==> src/rtl/rc5_arbiter.sv <==
// rc5_arbiter: two-port round-robin arbiter and sequencer for a shared rc5 core.
// Grants one job at a time, loads the key when needed, starts the core, waits
// for completion (bounded by a watchdog) and returns the result to the owner.
// Optional feature: define RC5_ARB_KEY_CACHE_EN to skip reloading an unchanged
// key/rounds pair.
module rc5_arbiter #(
  parameter int TIMEOUT = 1023,
  parameter int TW      = $clog2(TIMEOUT+1)
) (
  input  logic         clk,
  input  logic         rst,
  input  logic         req0_valid,
  output logic         req0_ready,
  input  logic         req0_op,
  input  logic [127:0] req0_key,
  input  logic [4:0]   req0_rounds,
  input  logic [31:0]  req0_data,
  input  logic         req1_valid,
  output logic         req1_ready,
  input  logic         req1_op,
  input  logic [127:0] req1_key,
  input  logic [4:0]   req1_rounds,
  input  logic [31:0]  req1_data,
  output logic         rsp0_valid,
  input  logic         rsp0_ready,
  output logic [31:0]  rsp0_data,
  output logic         rsp0_err,
  output logic         rsp1_valid,
  input  logic         rsp1_ready,
  output logic [31:0]  rsp1_data,
  output logic         rsp1_err,
  output logic         core_load_key,
  output logic         core_start_encrypt,
  output logic         core_start_decrypt,
  output logic [127:0] core_key,
  output logic [4:0]   core_num_rounds,
  output logic [31:0]  core_d_in,
  input  logic         core_key_ready,
  input  logic         core_done,
  input  logic [31:0]  core_d_out,
  output logic         busy,
  output logic         grant_id
);

  typedef enum logic [2:0] {IDLE, LOAD, KWAIT, START, RUN, RESP} state_t;

  state_t         state, state_nx;
  logic           last_grant;
  logic           op_q;
  logic [127:0]   key_q;
  logic [4:0]     rounds_q;
  logic [31:0]    din_q;
  logic [31:0]    rsp_data_q;
  logic           rsp_err_q;
  logic [TW-1:0]  wd_cnt;

  logic           any_req, sel, accept, hit;
  logic           wd_expire, key_ok, abort, rsp_take;
  logic [127:0]   sel_key;
  logic [4:0]     sel_rounds;

  // Round-robin pick: a lone requester wins; on a tie the one not served last.
  always_comb begin
    any_req    = req0_valid | req1_valid;
    sel        = (req0_valid & req1_valid) ? ~last_grant : req1_valid;
    accept     = (state == IDLE) && any_req && !rst;
    req0_ready = accept && !sel;
    req1_ready = accept && sel;
    sel_key    = sel ? req1_key    : req0_key;
    sel_rounds = sel ? req1_rounds : req0_rounds;
  end

  // Watchdog and status qualifiers. key_ready in the first KWAIT cycle
  // (count 0) may be stale from the previous key, so it is not trusted.
  always_comb begin
    wd_expire = (wd_cnt == TW'(TIMEOUT-1));
    key_ok    = core_key_ready && (wd_cnt != '0);
    abort     = ((state == KWAIT) && !key_ok && wd_expire) ||
                ((state == RUN) && !core_done && wd_expire);
    rsp_take  = (state == RESP) && (grant_id ? rsp1_ready : rsp0_ready);
  end

`ifdef RC5_ARB_KEY_CACHE_EN
  logic [127:0] cache_key;
  logic [4:0]   cache_rounds;
  logic         cache_vld;

  assign hit = cache_vld && (cache_key == sel_key) && (cache_rounds == sel_rounds);

  // Cache records the key once the core confirms it; any abort distrusts it.
  always_ff @(posedge clk) begin
    if (rst) begin
      cache_vld    <= 1'b0;
      cache_key    <= '0;
      cache_rounds <= '0;
    end else if ((state == KWAIT) && key_ok) begin
      cache_vld    <= 1'b1;
      cache_key    <= key_q;
      cache_rounds <= rounds_q;
    end else if (abort) begin
      cache_vld    <= 1'b0;
    end
  end
`else
  assign hit = 1'b0;
`endif

  // State register.
  always_ff @(posedge clk) begin
    if (rst) state <= IDLE;
    else     state <= state_nx;
  end

  // Next-state and core pulse decode.
  always_comb begin
    state_nx           = state;
    core_load_key      = 1'b0;
    core_start_encrypt = 1'b0;
    core_start_decrypt = 1'b0;
    busy               = (state != IDLE);
    case (state)
      IDLE:  if (accept) state_nx = hit ? START : LOAD;
      LOAD: begin
        core_load_key = 1'b1;
        state_nx      = KWAIT;
      end
      KWAIT: begin
        if (key_ok)         state_nx = START;
        else if (wd_expire) state_nx = RESP;
      end
      START: begin
        core_start_encrypt = !op_q;
        core_start_decrypt = op_q;
        state_nx           = RUN;
      end
      RUN:   if (core_done || wd_expire) state_nx = RESP;
      RESP:  if (rsp_take) state_nx = IDLE;
      default: state_nx = IDLE;
    endcase
  end

  // Job operands, ownership and round-robin history.
  always_ff @(posedge clk) begin
    if (rst) begin
      last_grant <= 1'b1;
      grant_id   <= 1'b0;
      op_q       <= 1'b0;
      key_q      <= '0;
      rounds_q   <= '0;
      din_q      <= '0;
    end else begin
      if (accept) begin
        grant_id <= sel;
        op_q     <= sel ? req1_op   : req0_op;
        key_q    <= sel_key;
        rounds_q <= sel_rounds;
        din_q    <= sel ? req1_data : req0_data;
      end
      if (rsp_take) last_grant <= grant_id;
    end
  end

  // Result capture; a completion in the expiry cycle still counts as success.
  always_ff @(posedge clk) begin
    if (rst) begin
      rsp_data_q <= '0;
      rsp_err_q  <= 1'b0;
    end else if ((state == RUN) && core_done) begin
      rsp_data_q <= core_d_out;
      rsp_err_q  <= 1'b0;
    end else if (abort) begin
      rsp_data_q <= '0;
      rsp_err_q  <= 1'b1;
    end
  end

  // Watchdog: cleared in the cycle before KWAIT/RUN, counts while in them.
  always_ff @(posedge clk) begin
    if (rst)                                  wd_cnt <= '0;
    else if (state == LOAD || state == START) wd_cnt <= '0;
    else if (state == KWAIT || state == RUN)  wd_cnt <= wd_cnt + TW'(1);
  end

  assign core_key        = key_q;
  assign core_num_rounds = rounds_q;
  assign core_d_in       = din_q;

  assign rsp0_valid = (state == RESP) && !grant_id;
  assign rsp1_valid = (state == RESP) && grant_id;
  assign rsp0_data  = rsp0_valid ? rsp_data_q : '0;
  assign rsp1_data  = rsp1_valid ? rsp_data_q : '0;
  assign rsp0_err   = rsp0_valid && rsp_err_q;
  assign rsp1_err   = rsp1_valid && rsp_err_q;

endmodule

==> config.mk <==
export PLATFORM = sky130hd
export DESIGN_NAME = rc5_arbiter
export DESIGN_NICKNAME = d
export VERILOG_FILES = /design/src/rtl/rc5_arbiter.sv
export SDC_FILE = /design/constraint.sdc
export NUM_CORES = 1
export LEC_CHECK = 0
export ABC_AREA = 1
export CORE_AREA = 2 2 238 240
export CTS_BUF_LIST = sky130_fd_sc_hd__clkbuf_2 sky130_fd_sc_hd__clkbuf_4 sky130_fd_sc_hd__clkbuf_8
export DETAILED_ROUTE_END_ITERATION = 8
export DIE_AREA = 0 0 240 242
export PLACE_DENSITY = 0.48
export SLEW_MARGIN = 20
export SYNTH_ARGS = -nofsm -noshare
export SYNTH_HDL_FRONTEND = slang
export SYNTH_SLANG_ARGS = --single-unit
==> constraint.sdc <==
create_clock -name clk -period 4.7 [get_ports clk]
set_clock_uncertainty 0.2 [all_clocks]
set_input_delay 0.47 -clock clk [delete_from_list [all_inputs] [get_ports clk]]
set_output_delay 0.47 -clock clk [all_outputs]
set_load 0.01 [all_outputs]
# ---- Word-level counts from Yosys, hierarchy flattened
# Index checks and enable logic that the tools add are counted.
dict set report word_totals {
  reg_bits 214
  in_bits 372
  out_inout_bits 240
  elab_cells 75
}
dict set report op_classes {
  n_addsub 1
  eq_ne 10
  n_mux 19
  bitwise_logic 3
  reduce_logical 32
}
# cell count
set ops {}
lappend ops {{32-bit two-way mux} 5}
lappend ops {{128-bit two-way mux} 1}
lappend ops {{3-bit one-hot mux with 6 select lines} 1}
lappend ops {{1-bit logical AND} 15}
lappend ops {{3-bit two-way mux} 5}
lappend ops {{10-bit by 1-bit adder with 10-bit output (second input constant)} 1}
lappend ops {{10-bit equality test (second input constant)} 1}
lappend ops {{10-bit nonzero test} 1}
lappend ops {{3-bit by 2-bit equality test with 1-bit output (second input constant)} 2}
lappend ops {{3-bit equality test (second input constant)} 2}
lappend ops {{1-bit logical NOT} 6}
lappend ops {{1-bit two-way mux} 6}
lappend ops {{5-bit two-way mux} 1}
lappend ops {{1-bit logical OR} 4}
lappend ops {{2-bit inequality test (second input constant)} 2}
lappend ops {{4-bit AND reduction} 1}
lappend ops {{2-bit OR reduction} 2}
lappend ops {{3-bit by 1-bit equality test with 1-bit output (second input constant)} 1}
lappend ops {{3-bit logical NOT} 1}
lappend ops {{3-bit inequality test (second input constant)} 1}
lappend ops {{3-bit nonzero test} 1}
lappend ops {{2-bit by 1-bit inequality test with 1-bit output (second input constant)} 1}
lappend ops {{2-bit nonzero test} 1}
lappend ops {{1-bit bitwise AND} 1}
lappend ops {{other kinds (2)} 2}

# ---- Depth between registers and ports, before layout
dict set report logic_depth {
  depth_word 8
  ltp_mapped 12
  ltp_nobuf 12
}

# ---- Least setup slack after synthesis
# OpenSTA, ideal clock, no wires.
dict set report synth_timing {
  kind {register to output}
  start {reg state[0]}
  end {out rsp1_data[10]}
  arrival_time_ns 1.435
  t_required_ns 4.030
  path_slack_ns 2.595
  path_stages_with_launch 8
  path_buffers 1
  cell_sequence {dfxtp_1 inv_1 nor3_1 inv_1 nor2_1 inv_1 buf_1 nor2_1}
}
dict set report synth_between {
  elab_chain_cells 3
}
# item line_no
set synth_rtl {}
lappend synth_rtl {{start: declaration} 47} ;# state_t state, state_nx;
lappend synth_rtl {{start signal: assignment} 111} ;# else state <= state_nx;
lappend synth_rtl {{3-bit equality test} 189} ;# assign rsp1_valid = (state == RESP) && grant_id;
lappend synth_rtl {{1-bit logical AND} 189}
lappend synth_rtl {{net rsp1_valid} 28} ;# output logic rsp1_valid,
lappend synth_rtl {{32-bit two-way mux} 191} ;# assign rsp1_data = rsp1_valid ? rsp_data_q : '0;
lappend synth_rtl {{end: declaration} 30} ;# output logic [31:0] rsp1_data,
# The timed path passes the listed nets, and every way through them passes these cells.

# ---- Worst setup path after layout
dict set report layout_timing {
  start {reg state[0]}
  end {out rsp0_data[11]}
}
dict set report layout_between {
  elab_chain_cells 3
}
# item line_no
set layout_rtl {}
lappend layout_rtl {{3-bit equality test} 188} ;# assign rsp0_valid = (state == RESP) && !grant_id;
lappend layout_rtl {{1-bit logical AND} 188}
lappend layout_rtl {{32-bit two-way mux} 190} ;# assign rsp0_data = rsp0_valid ? rsp_data_q : '0;
lappend layout_rtl {{end: declaration} 26} ;# output logic [31:0] rsp0_data,
# No other way between the ends.

==> flow_summary.toml <==
[sta]
tightest_slew_ns = 1.07
finalHoldViolations = 0
fin_tns_setup_ns = 0
min_period_over_period_pct = 89.9
timing.fmax_ghz = 0.237
hold_ws_ns = 0.134
slew_viol_final = 0
slew_headroom_pct = 28.3
finalCriticalPeriod_ns = 4.23
setup_viol = 0
grt_setup_unrepaired = "no"

[clocking]
clk_path_buf_depth = 3
numCtsBuffers = 45
cts_resized = 0
clk_latency_ns = 0.59
holdBufCountCts = 0
htreeDepth = 2
clock_sinks = 214
cts-root-buf = "clkbuf_8"
post_cts.repair.setup_buffers = 0
cts_tree = "built"
clk_pin_slew_ns = 0.06

[setup_path]
crit_arrival_ns = 3.56
crit_path_max_fanout = 33
crit_type = "register to output port"
crit_path_end_kind = "output port"
crit_chain = "inv_1 > nor3_1 > inv_1 > nor2_1 > clkinv_1 > nor2_1 > clkdlybuf4s50_1"
crit_required_ns = 4.03
path_buf_inv = 4
path_delay_family = "buffers and inverters"
start_kind = "register"
slowest_stage = "clkinv_1"
cp_slowest_stage_delay_ns = 0.76

[logic_synthesis]
async_flop_share_pct = 0
netlist_area_sq_um = 9090
ys_ff_latch = 214
yosysWarningCount = 0
synth_compound_area_share_pct = 14.4
synthAdderAreaFrac_pct = 0.413
synth_xor_xnor_area_share_pct = 0.193
synth_top_area_share_pct = 47.1
synth_most_common_cell = "nand2_1"
synth_flop_cell = "dfxtp_1"
synth_cell_types = 29
synth_edf_count = 0
avgSynthCellArea_sq_um = 6.99
synth-seq-area-share_pct = 47.1
syn_nets = 1676
yosysTopAreaCell = "dfxtp_1"
synth_area_leaders = "dfxtp_1 47%, nand2_1 23%, a31oi_1 11%, nor2_1 3.5%, inv_1 2.5%"
syn_inst = 1301
yosys.area_share.simple_pct = 30.8
synth_common_cells = "565 x nand2_1, 214 x dfxtp_1, 166 x a31oi_1, 85 x nor2_1, 61 x inv_1"
synth_top_family_by_area = "simple AND/OR/NAND/NOR gates"
synthMuxAreaShare_pct = 0

[global_route]
grt_pass1_vias = 10777
grt_usage_pct = 14.6
overflow = 0
antenna_found_initial = 6
grt_pass1_wl_um = 65100
grt_max_degree = 167

[power_and_ir_drop]
peakVddDrop_mv = 0.313
p_leak_nw = 5.59
p_per_area_nw_per_um2 = 387
finalPower_w = 0.00654

[floorplan]
fp.dieH_um = 242
core.rowCount = 87
die_x_um = 240
io_pins = 612
core-area_sq_um = 55700
start_util_pct = 16.3
die_area_sq_um = 58100

[route]
vias = 10941
drt_iter0_markers = 466
drt_pass1_iterations = 5
finalWirelength_um = 44600
drc = 0
ant_nets = 0
vias_per_cell = 4.10
post_drt_wl_per_cell_um = 16.7

[final_layout]
nets = 2249
area_growth_pct = 85.7
drive_gt1_share_pct = 5.24
finalNonFillerCells = 2668

[run]
cap_violations = 0

[place]
dpl.hpwl_um = 32000
dp.cells = 2583
gp_congestion = 0.843
numPortBuffers = 611

[hold_path]
hold_path.class = "primary input to register"

[status]
outcome = "finished, final reports clean"
[power by group]
group | switching, W | internal (W) | total [W]
sequential | 0.000168 | 0.00210 | 0.00226
clock | 0.000907 | 0.00132 | 0.00223
combinational | 0.00106 | 0.000987 | 0.00205
[cells by family (layout without fill, tap and decap cells)]
| family | count (synthesis) | count (layout) |
|---|---|---|
| buf+inv | 156 | 764 |
| compound gates | 216 | 216 |
| fa+ha+maj | 3 | 3 |
| other cells | 0 | 3 |
| xor+xnor | 2 | 2 |
| flops | 214 | 214 |
| simple gates | 710 | 710 |
[metrics by stage]
step                setup slack, ns  instance area (sq um)  utilization (%)
CTS                           0.821                  16900             30.3
global placement               1.27                  15900             28.5
global route                 0.0789                  16900             30.3
floorplan                      2.59                   9090                -
detailed placement             1.29                  15900             28.5
finish                        0.474                  16900             30.3
[sequential cells by signal (all words and copies together), names as in the netlist]
register         cells
core_key           128
core_num_rounds      5
grant_id             1
wd_cnt              10
core_d_in           32
op_q                 1
state                3
rsp_data_q          32
last_grant           1
rsp_err_q            1
[cells in the final DEF, fill, tap and decap left out, types with 4 or more instances in the layout]
| cell type | count |
|---|---|
| clkbuf_4 | 17 |
| nor3_1 | 4 |
| clkbuf_8 | 60 |
| nor2_1 | 84 |
| buf_12 | 4 |
| a31oi_1 | 166 |
| buf_4 | 5 |
| clkdlybuf4s50_1 | 610 |
| a21oi_1 | 42 |
| nand2_1 | 565 |
| nand4_1 | 34 |
| dfxtp_1 | 214 |
| inv_1 | 59 |
| nand3_1 | 14 |
[routing by layer]
metal  global-route usage, %  share of wire [%]  wire length [um]
met1                    16.8                 41             18100
met4                    4.69                2.5              1110
met2                    24.9                 48             21300
met5                       0              0.029                13
met3                    5.36                9.1              4070
[layout make-up]
type | instances | area [sq um]
fill | 6047 | 38800
timing repair buffer | 620 | 6230
sequential | 214 | 4280
multi-input combinational | 931 | 4180
clock buffer | 77 | 953
tap | 756 | 946
inverter | 62 | 233
clock inverter | 5 | 52.6
antenna | 3 | 7.51
[path summary, 6_finish.rpt]
kind / endpoint / depth (start not counted) / slack, ns / from
worst max-delay path: rsp0_data[11] / 7 / 0.47 / state[0]
worst min register to register: wd_cnt[9] / 2 / 0.27 / wd_cnt[9]
worst max register to register: core_key[3] / 8 / 1.77 / state[1]
worst min-delay path: rsp_data_q[29] / 2 / 0.13 / rst
(Power assumes the default switching activity.)
